==> src/rtl/bin2bcd_pkg.sv <==
// Shared types and constants for the sequential binary-to-BCD converter.
// Optional leading-zero blanking in bin2bcd_seq is enabled by BIN2BCD_LZB_EN.
package bin2bcd_pkg;

  localparam int BCD_DIGIT_W = 4;

  typedef enum logic [1:0] {
    ST_IDLE  = 2'd0,
    ST_SHIFT = 2'd1,
    ST_DONE  = 2'd2
  } state_e;

  // Bit counter must hold the value WIDTH itself.
  function automatic int cnt_width(input int width);
    return $clog2(width + 1);
  endfunction

endpackage

==> src/rtl/bcd_dabble_digit.sv <==
// One double-dabble digit cell: correct the digit (add 3 when >= 5), then
// shift one bit in from below and pass the digit's top bit to the next cell.
module bcd_dabble_digit
  import bin2bcd_pkg::*;
(
  input  logic [BCD_DIGIT_W-1:0] digit_i,
  input  logic                   shift_in_i,
  output logic [BCD_DIGIT_W-1:0] digit_o,
  output logic                   carry_o
);

  logic [BCD_DIGIT_W-1:0] adj;

  // Add-3 correction followed by a one-bit left shift.
  always_comb begin
    adj     = (digit_i >= BCD_DIGIT_W'(5)) ? (digit_i + BCD_DIGIT_W'(3)) : digit_i;
    digit_o = {adj[BCD_DIGIT_W-2:0], shift_in_i};
    carry_o = adj[BCD_DIGIT_W-1];
  end

endmodule

==> src/rtl/bin2bcd_seq.sv <==
// Sequential binary-to-BCD converter, one input bit per clock (double dabble).
// Valid/ready on both sides; signed inputs are converted as sign + magnitude.
// Define BIN2BCD_LZB_EN to generate the leading-zero blank mask; otherwise
// blank is tied to zero.
//
//   state    | meaning
//   ST_IDLE  | in_ready high, waiting for an input word
//   ST_SHIFT | one shift-add-3 step per cycle, WIDTH cycles
//   ST_DONE  | result presented with out_valid until out_ready
module bin2bcd_seq
  import bin2bcd_pkg::*;
#(
  parameter int WIDTH  = 16,
  parameter int DIGITS = 5
) (
  input  logic                          clk,
  input  logic                          rst_n,
  input  logic                          in_valid,
  output logic                          in_ready,
  input  logic [WIDTH-1:0]              in_data,
  input  logic                          in_signed,
  output logic                          out_valid,
  input  logic                          out_ready,
  output logic [BCD_DIGIT_W*DIGITS-1:0] bcd_out,
  output logic                          sign,
  output logic                          overflow,
  output logic [DIGITS-1:0]             blank
);

  localparam int CNT_W = cnt_width(WIDTH);
  localparam int BCD_W = BCD_DIGIT_W * DIGITS;

  state_e             state_q, state_d;
  logic [WIDTH-1:0]   mag_q, mag_d;
  logic [BCD_W-1:0]   digits_q, digits_d;
  logic [CNT_W-1:0]   cnt_q, cnt_d;
  logic               neg_q, neg_d;
  logic               ovf_q, ovf_d;
  logic [BCD_W-1:0]   bcd_q, bcd_d;
  logic               sign_q, sign_d;
  logic               overflow_q, overflow_d;

  logic [BCD_W-1:0]   digits_shift;
  logic [DIGITS:0]    carry;
  logic               in_neg;

  // The magnitude MSB enters digit 0; each digit's top bit feeds the next.
  assign carry[0] = mag_q[WIDTH-1];

  for (genvar g = 0; g < DIGITS; g++) begin : g_digit
    bcd_dabble_digit u_digit (
      .digit_i    (digits_q[BCD_DIGIT_W*g +: BCD_DIGIT_W]),
      .shift_in_i (carry[g]),
      .digit_o    (digits_shift[BCD_DIGIT_W*g +: BCD_DIGIT_W]),
      .carry_o    (carry[g+1])
    );
  end

  assign in_neg = in_signed & in_data[WIDTH-1];

  // State and datapath registers; reset drops any conversion in flight.
  always_ff @(posedge clk or negedge rst_n) begin
    if (!rst_n) begin
      state_q    <= ST_IDLE;
      mag_q      <= '0;
      digits_q   <= '0;
      cnt_q      <= '0;
      neg_q      <= 1'b0;
      ovf_q      <= 1'b0;
      bcd_q      <= '0;
      sign_q     <= 1'b0;
      overflow_q <= 1'b0;
    end else begin
      state_q    <= state_d;
      mag_q      <= mag_d;
      digits_q   <= digits_d;
      cnt_q      <= cnt_d;
      neg_q      <= neg_d;
      ovf_q      <= ovf_d;
      bcd_q      <= bcd_d;
      sign_q     <= sign_d;
      overflow_q <= overflow_d;
    end
  end

  // Next-state, datapath update and handshake outputs.
  always_comb begin
    state_d    = state_q;
    mag_d      = mag_q;
    digits_d   = digits_q;
    cnt_d      = cnt_q;
    neg_d      = neg_q;
    ovf_d      = ovf_q;
    bcd_d      = bcd_q;
    sign_d     = sign_q;
    overflow_d = overflow_q;
    in_ready   = 1'b0;
    out_valid  = 1'b0;

    case (state_q)
      ST_IDLE: begin
        in_ready = 1'b1;
        if (in_valid) begin
          // Two's-complement negation keeps the most negative value exact.
          mag_d    = in_neg ? (~in_data + WIDTH'(1)) : in_data;
          neg_d    = in_neg;
          digits_d = '0;
          ovf_d    = 1'b0;
          cnt_d    = CNT_W'(WIDTH);
          state_d  = ST_SHIFT;
        end
      end

      ST_SHIFT: begin
        digits_d = digits_shift;
        mag_d    = {mag_q[WIDTH-2:0], 1'b0};
        ovf_d    = ovf_q | carry[DIGITS];
        cnt_d    = cnt_q - CNT_W'(1);
        if (cnt_q == CNT_W'(1)) begin
          // Outputs only change here, so a partial result is never visible.
          bcd_d      = digits_shift;
          sign_d     = neg_q;
          overflow_d = ovf_q | carry[DIGITS];
          state_d    = ST_DONE;
        end
      end

      ST_DONE: begin
        out_valid = 1'b1;
        if (out_ready) begin
          state_d = ST_IDLE;
        end
      end

      default: begin
        state_d = ST_IDLE;
      end
    endcase
  end

  assign bcd_out  = bcd_q;
  assign sign     = sign_q;
  assign overflow = overflow_q;

`ifdef BIN2BCD_LZB_EN
  logic zero_run;

  // Blank every digit above the most significant nonzero one; digit 0 always shows.
  always_comb begin
    blank    = '0;
    zero_run = 1'b1;
    for (int i = DIGITS - 1; i >= 1; i--) begin
      zero_run = zero_run & (bcd_q[BCD_DIGIT_W*i +: BCD_DIGIT_W] == '0);
      blank[i] = zero_run;
    end
  end
`else
  assign blank = '0;
`endif

endmodule

==> config.mk <==
export PLATFORM = sky130hd
export DESIGN_NAME = bin2bcd_seq
export DESIGN_NICKNAME = d
export VERILOG_FILES = /design/src/rtl/bin2bcd_pkg.sv /design/src/rtl/bcd_dabble_digit.sv /design/src/rtl/bin2bcd_seq.sv
export SDC_FILE = /design/constraint.sdc
export NUM_CORES = 1
export LEC_CHECK = 0
export BUFFER_PORTS_ARGS = -buffer_cell sky130_fd_sc_hd__clkbuf_2
export CELL_PAD_IN_SITES_DETAIL_PLACEMENT = 1
export CELL_PAD_IN_SITES_GLOBAL_PLACEMENT = 2
export CORE_AREA = 10 10 116 118
export DETAILED_ROUTE_END_ITERATION = 7
export DIE_AREA = 0 0 126 128
export GPL_ROUTABILITY_DRIVEN = 1
export PLACE_DENSITY_LB_ADDON = 0.1
export SLEW_MARGIN = 10
export SYNTH_ARGS = -nofsm -noshare
export SYNTH_HDL_FRONTEND = slang
export SYNTH_SLANG_ARGS = --single-unit
==> constraint.sdc <==
create_clock -name clk -period 1.7 [get_ports clk]
set_clock_uncertainty 0.2 [all_clocks]
set_input_delay 0.255 -clock clk [delete_from_list [all_inputs] [get_ports clk]]
set_output_delay 0.255 -clock clk [all_outputs]
set_load 0.05 [all_outputs]
==> results.sh <==
export IMPL_run_status="complete, no violations"
export IMPL_crit_required_ps=1760
export IMPL_layout_nets=488
export IMPL_detail_route_first_pass_iterations=4
export IMPL_crit_path_end_kind="flop"
export IMPL_number_of_buffers_and_inverters_on_the_critical_path=1
export IMPL_drt_vias_per_instance=4.86
export IMPL_final_hold_violation_count=0
export IMPL_number_of_antenna_violations_at_the_first_check_in_global_routing=0
export IMPL_fp_dieArea_um2=16100
export IMPL_drive_gt1_share_pct=35.3
export IMPL_synth_flop_cell="dfrtp_1"
export IMPL_first_iter_violations=131
export IMPL_setup_worst_path_start_class="flop"
export IMPL_criticalPathCategory="flop to flop"
export IMPL_die_height_um=128
export IMPL_wl_per_cell_um=15.4
export IMPL_vdd_drop_max_mv=0.746
export IMPL_power_frac_comb_pct=50.8
export IMPL_detailedPlacementHpwl_um=6400
export IMPL_cts_tree="yes"
export IMPL_fmaxAchievable_mhz=593
export IMPL_synth_edff_count=0
export IMPL_rsz_0062_raised_after_global_routing="true"
export IMPL_largest_net_degree_at_the_start_of_global_routing=68
export IMPL_path_delay_family="flip-flops"
export IMPL_grt_pass1_vias=3240
export IMPL_critical_path_max_fanout=4
export IMPL_floorplan_initialDensity_pct=31.1
export IMPL_final_instance_count_excl_fill=602
export IMPL_ys_warn_count=0
export IMPL_synth_async_reset_ratio_pct=100
export IMPL_area_growth_synth_to_final_pct=36.6
export IMPL_vias=2924
export IMPL_detailed_route_wl_um=9270
export IMPL_yosys_register_bits=67
export IMPL_finish_instance_area_um2=4770
export IMPL_final_min_period_over_clock_period_pct=99.2
export IMPL_finalMaxSlewViolations=0
export IMPL_internal_power_mw=5.51
export IMPL_port_buffers=44
export IMPL_worstSkewPairLatency_ps=330
export IMPL_final_period_minus_worst_setup_slack_ps=1690
export IMPL_fraction_of_the_yosys_area_taken_by_sequential_cells_pct=48.0
export IMPL_finalSetupViolCount=0
export IMPL_route_antenna_remaining_nets=0
export IMPL_ordered_cell_list_for_the_critical_path="inv_2 -> ha_4 -> nand2b_4 -> a21oi_4 -> mux2_4 -> o21ai_2"
export IMPL_h_tree_depth=3
export IMPL_synth_distinct_cells=42
export IMPL_placementRows=39
export IMPL_ioPinCount=50
export IMPL_cts_root_buffer="clkbuf_16"
export IMPL_globalRouteTotalUtil_pct=11.7
export IMPL_place_congestion=0.763
export IMPL_syn_avg_cell_area_um2=9.58
export IMPL_syn_instance_count=365
export IMPL_clock_power_share_pct=19.3
export IMPL_post_dp_cell_area_um2=4140
export IMPL_synth_area_um2=3500
export IMPL_floorplan_die_width_um=126
export IMPL_core_area_um2=11200
export IMPL_route_detailed_drc=0
export IMPL_max_clock_path_buffers=2
export IMPL_powerDensity_nw_per_um2=2010
export IMPL_numClockSinks=67
export IMPL_min_delay_path_class="input pin to flop"
export IMPL_crit_path_top_delay_cell="dfrtp_1"
export IMPL_pwr_share_seq_pct=29.9
export IMPL_max_cap_violations=0
export IMPL_p_sw_mw=4.08
export IMPL_sw_frac_of_total_pct=42.6
export IMPL_timing_critical_path_slowest_cell_delay_ps=430
export IMPL_grt_first_pass_wirelength_um=15600
export IMPL_worst_ep_arrival_time_ps=1750
export IMPL_cts_inserted_buffers=9
export IMPL_place_inst=574
export IMPL_grt_remaining_overflow=0
export IMPL_cellLeakagePower_nw=2.17
export IMPL_path_clk_slew_ps=60
export IMPL_n_antenna_cell=0
## flip-flops by register name (all words and copies together) (netlist names)
name	flops
bcd_out	20
digits_q	20
mag_q	16
cnt_q	5
state_q	2
neg_q	1
overflow	1
ovf_q	1
sign	1
## layer usage
layer	routed length (um)	GRT usage, %	up-vias	share of wire [%]
met1	4220	13.3	1408	46
met4	175	6.23	0	1.9
li1	-	-	1459	-
met3	358	2.85	11	3.9
met2	4520	19.8	46	49
met5	0	0	-	0
## synth_stat cells (all sizes together), types with 6 or more instances
cell type  number  area share, %
dfrtp          67             48
o21ai          66            9.6
nand2          38            4.1
nand3          19            2.7
a21oi          18            2.6
inv            17            1.8
buf            16            2.8
xnor2          16            4.0
a22oi          15            3.2
ha             13            4.7
nor3           12            2.0
nor2           11            1.2
nor3b          11            2.5
mux2            7            2.3
clkbuf          6           0.64
nand2b          6            1.1
## worst min-delay path, delay by kind of cell
family	cells	cell delay, ps
buf+inv	1	120
simple gates	2	140
## power by group through the flow
stage	sequential (mW)	combinational [mW]	clock [mW]
2_1_floorplan	3.44	2.14	0
3_3_place_gp	2.79	4.12	0
3_5_place_dp	2.82	4.23	0
4_1_cts	2.82	4.41	1.91
5_1_grt	2.97	5.42	1.99
6_report	2.87	4.87	1.85
## through the flow
step / hold slack [ps] / power (mW) / setup TNS [ps] / setup slack [ps] / util (%)
floorplan: -241 / 5.58 / 0 / 9.18 / -
global placement: 113 / 6.91 / -1230 / -60.9 / 36.9
detailed placement: 113 / 7.05 / -1830 / -112 / 36.9
CTS: 20.7 / 9.14 / -1.94 / -1.94 / 40.4
global route: 45.7 / 10.4 / -152 / -41.0 / 42.5
finish: 26.9 / 9.59 / 0 / 13.4 / 42.5
## final timing paths
check	startpoint	end	slack, ps	cells after the start
worst max-delay path	digits_q[16]	bcd_out[18]	10	6
worst min-delay path	in_data[14]	mag_q[14]	30	3
worst max register to register	digits_q[16]	bcd_out[18]	10	6
worst min register to register	bcd_out[3]	bcd_out[3]	280	2
max in group asynchronous	rst_n	state_q[1]	700	3
min in group asynchronous	rst_n	bcd_out[7]	280	3
## cell usage in the layout (no fill, tap or decap), drive strengths merged, types with 2 or more instances in the layout
cell / count
nand2: 38
conb: 5
a31oi: 4
nand3: 19
nand4: 2
mux2: 7
clkbuf: 52
mux2i: 4
a22oi: 15
dfrtp: 67
nor2: 11
buf: 52
inv: 17
nor3b: 11
nand2b: 6
o21ai: 66
ha: 13
xnor2: 16
nor4: 3
clkinv: 3
nor3: 12
a21oi: 18
and2: 2
nor2b: 2
dlygate4sd3: 3
## cells by family (layout without fill, tap and decap cells)
family | Yosys count | count (layout) | synth area share, %
AO/OA/AOI/OAI | 109 | 109 | 17.5
AND/OR/NAND/NOR | 109 | 109 | 17.1
flip-flops | 67 | 67 | 48.0
buffers and inverters | 39 | 129 | 5.30
XOR/XNOR | 16 | 16 | 4.01
adder cells (fa/ha/maj) | 13 | 13 | 4.65
multiplexers | 11 | 11 | 3.40
other | 1 | 5 | 0.107
## layout make-up
class | count | area, um2
Clock buffer | 11 | 243
Clock inverter | 5 | 52.6
Fill cell | 1290 | 6450
Inverter | 17 | 63.8
Multi-Input combinational cell | 263 | 1890
Sequential cell | 67 | 1680
Tap cell | 143 | 179
Timing Repair Buffer | 96 | 672
## what timing repair did
item / 4_1_cts / 5_1_grt
gates resized for setup: 14 / 47
hold buffers: 3 / 0
pin swaps: 4 / 7
endpoints found under the setup margin: 30 / 45
endpoints found under the hold margin: 69 / 0
buffers inserted: 2 / 7
(Power assumes the default switching activity.)
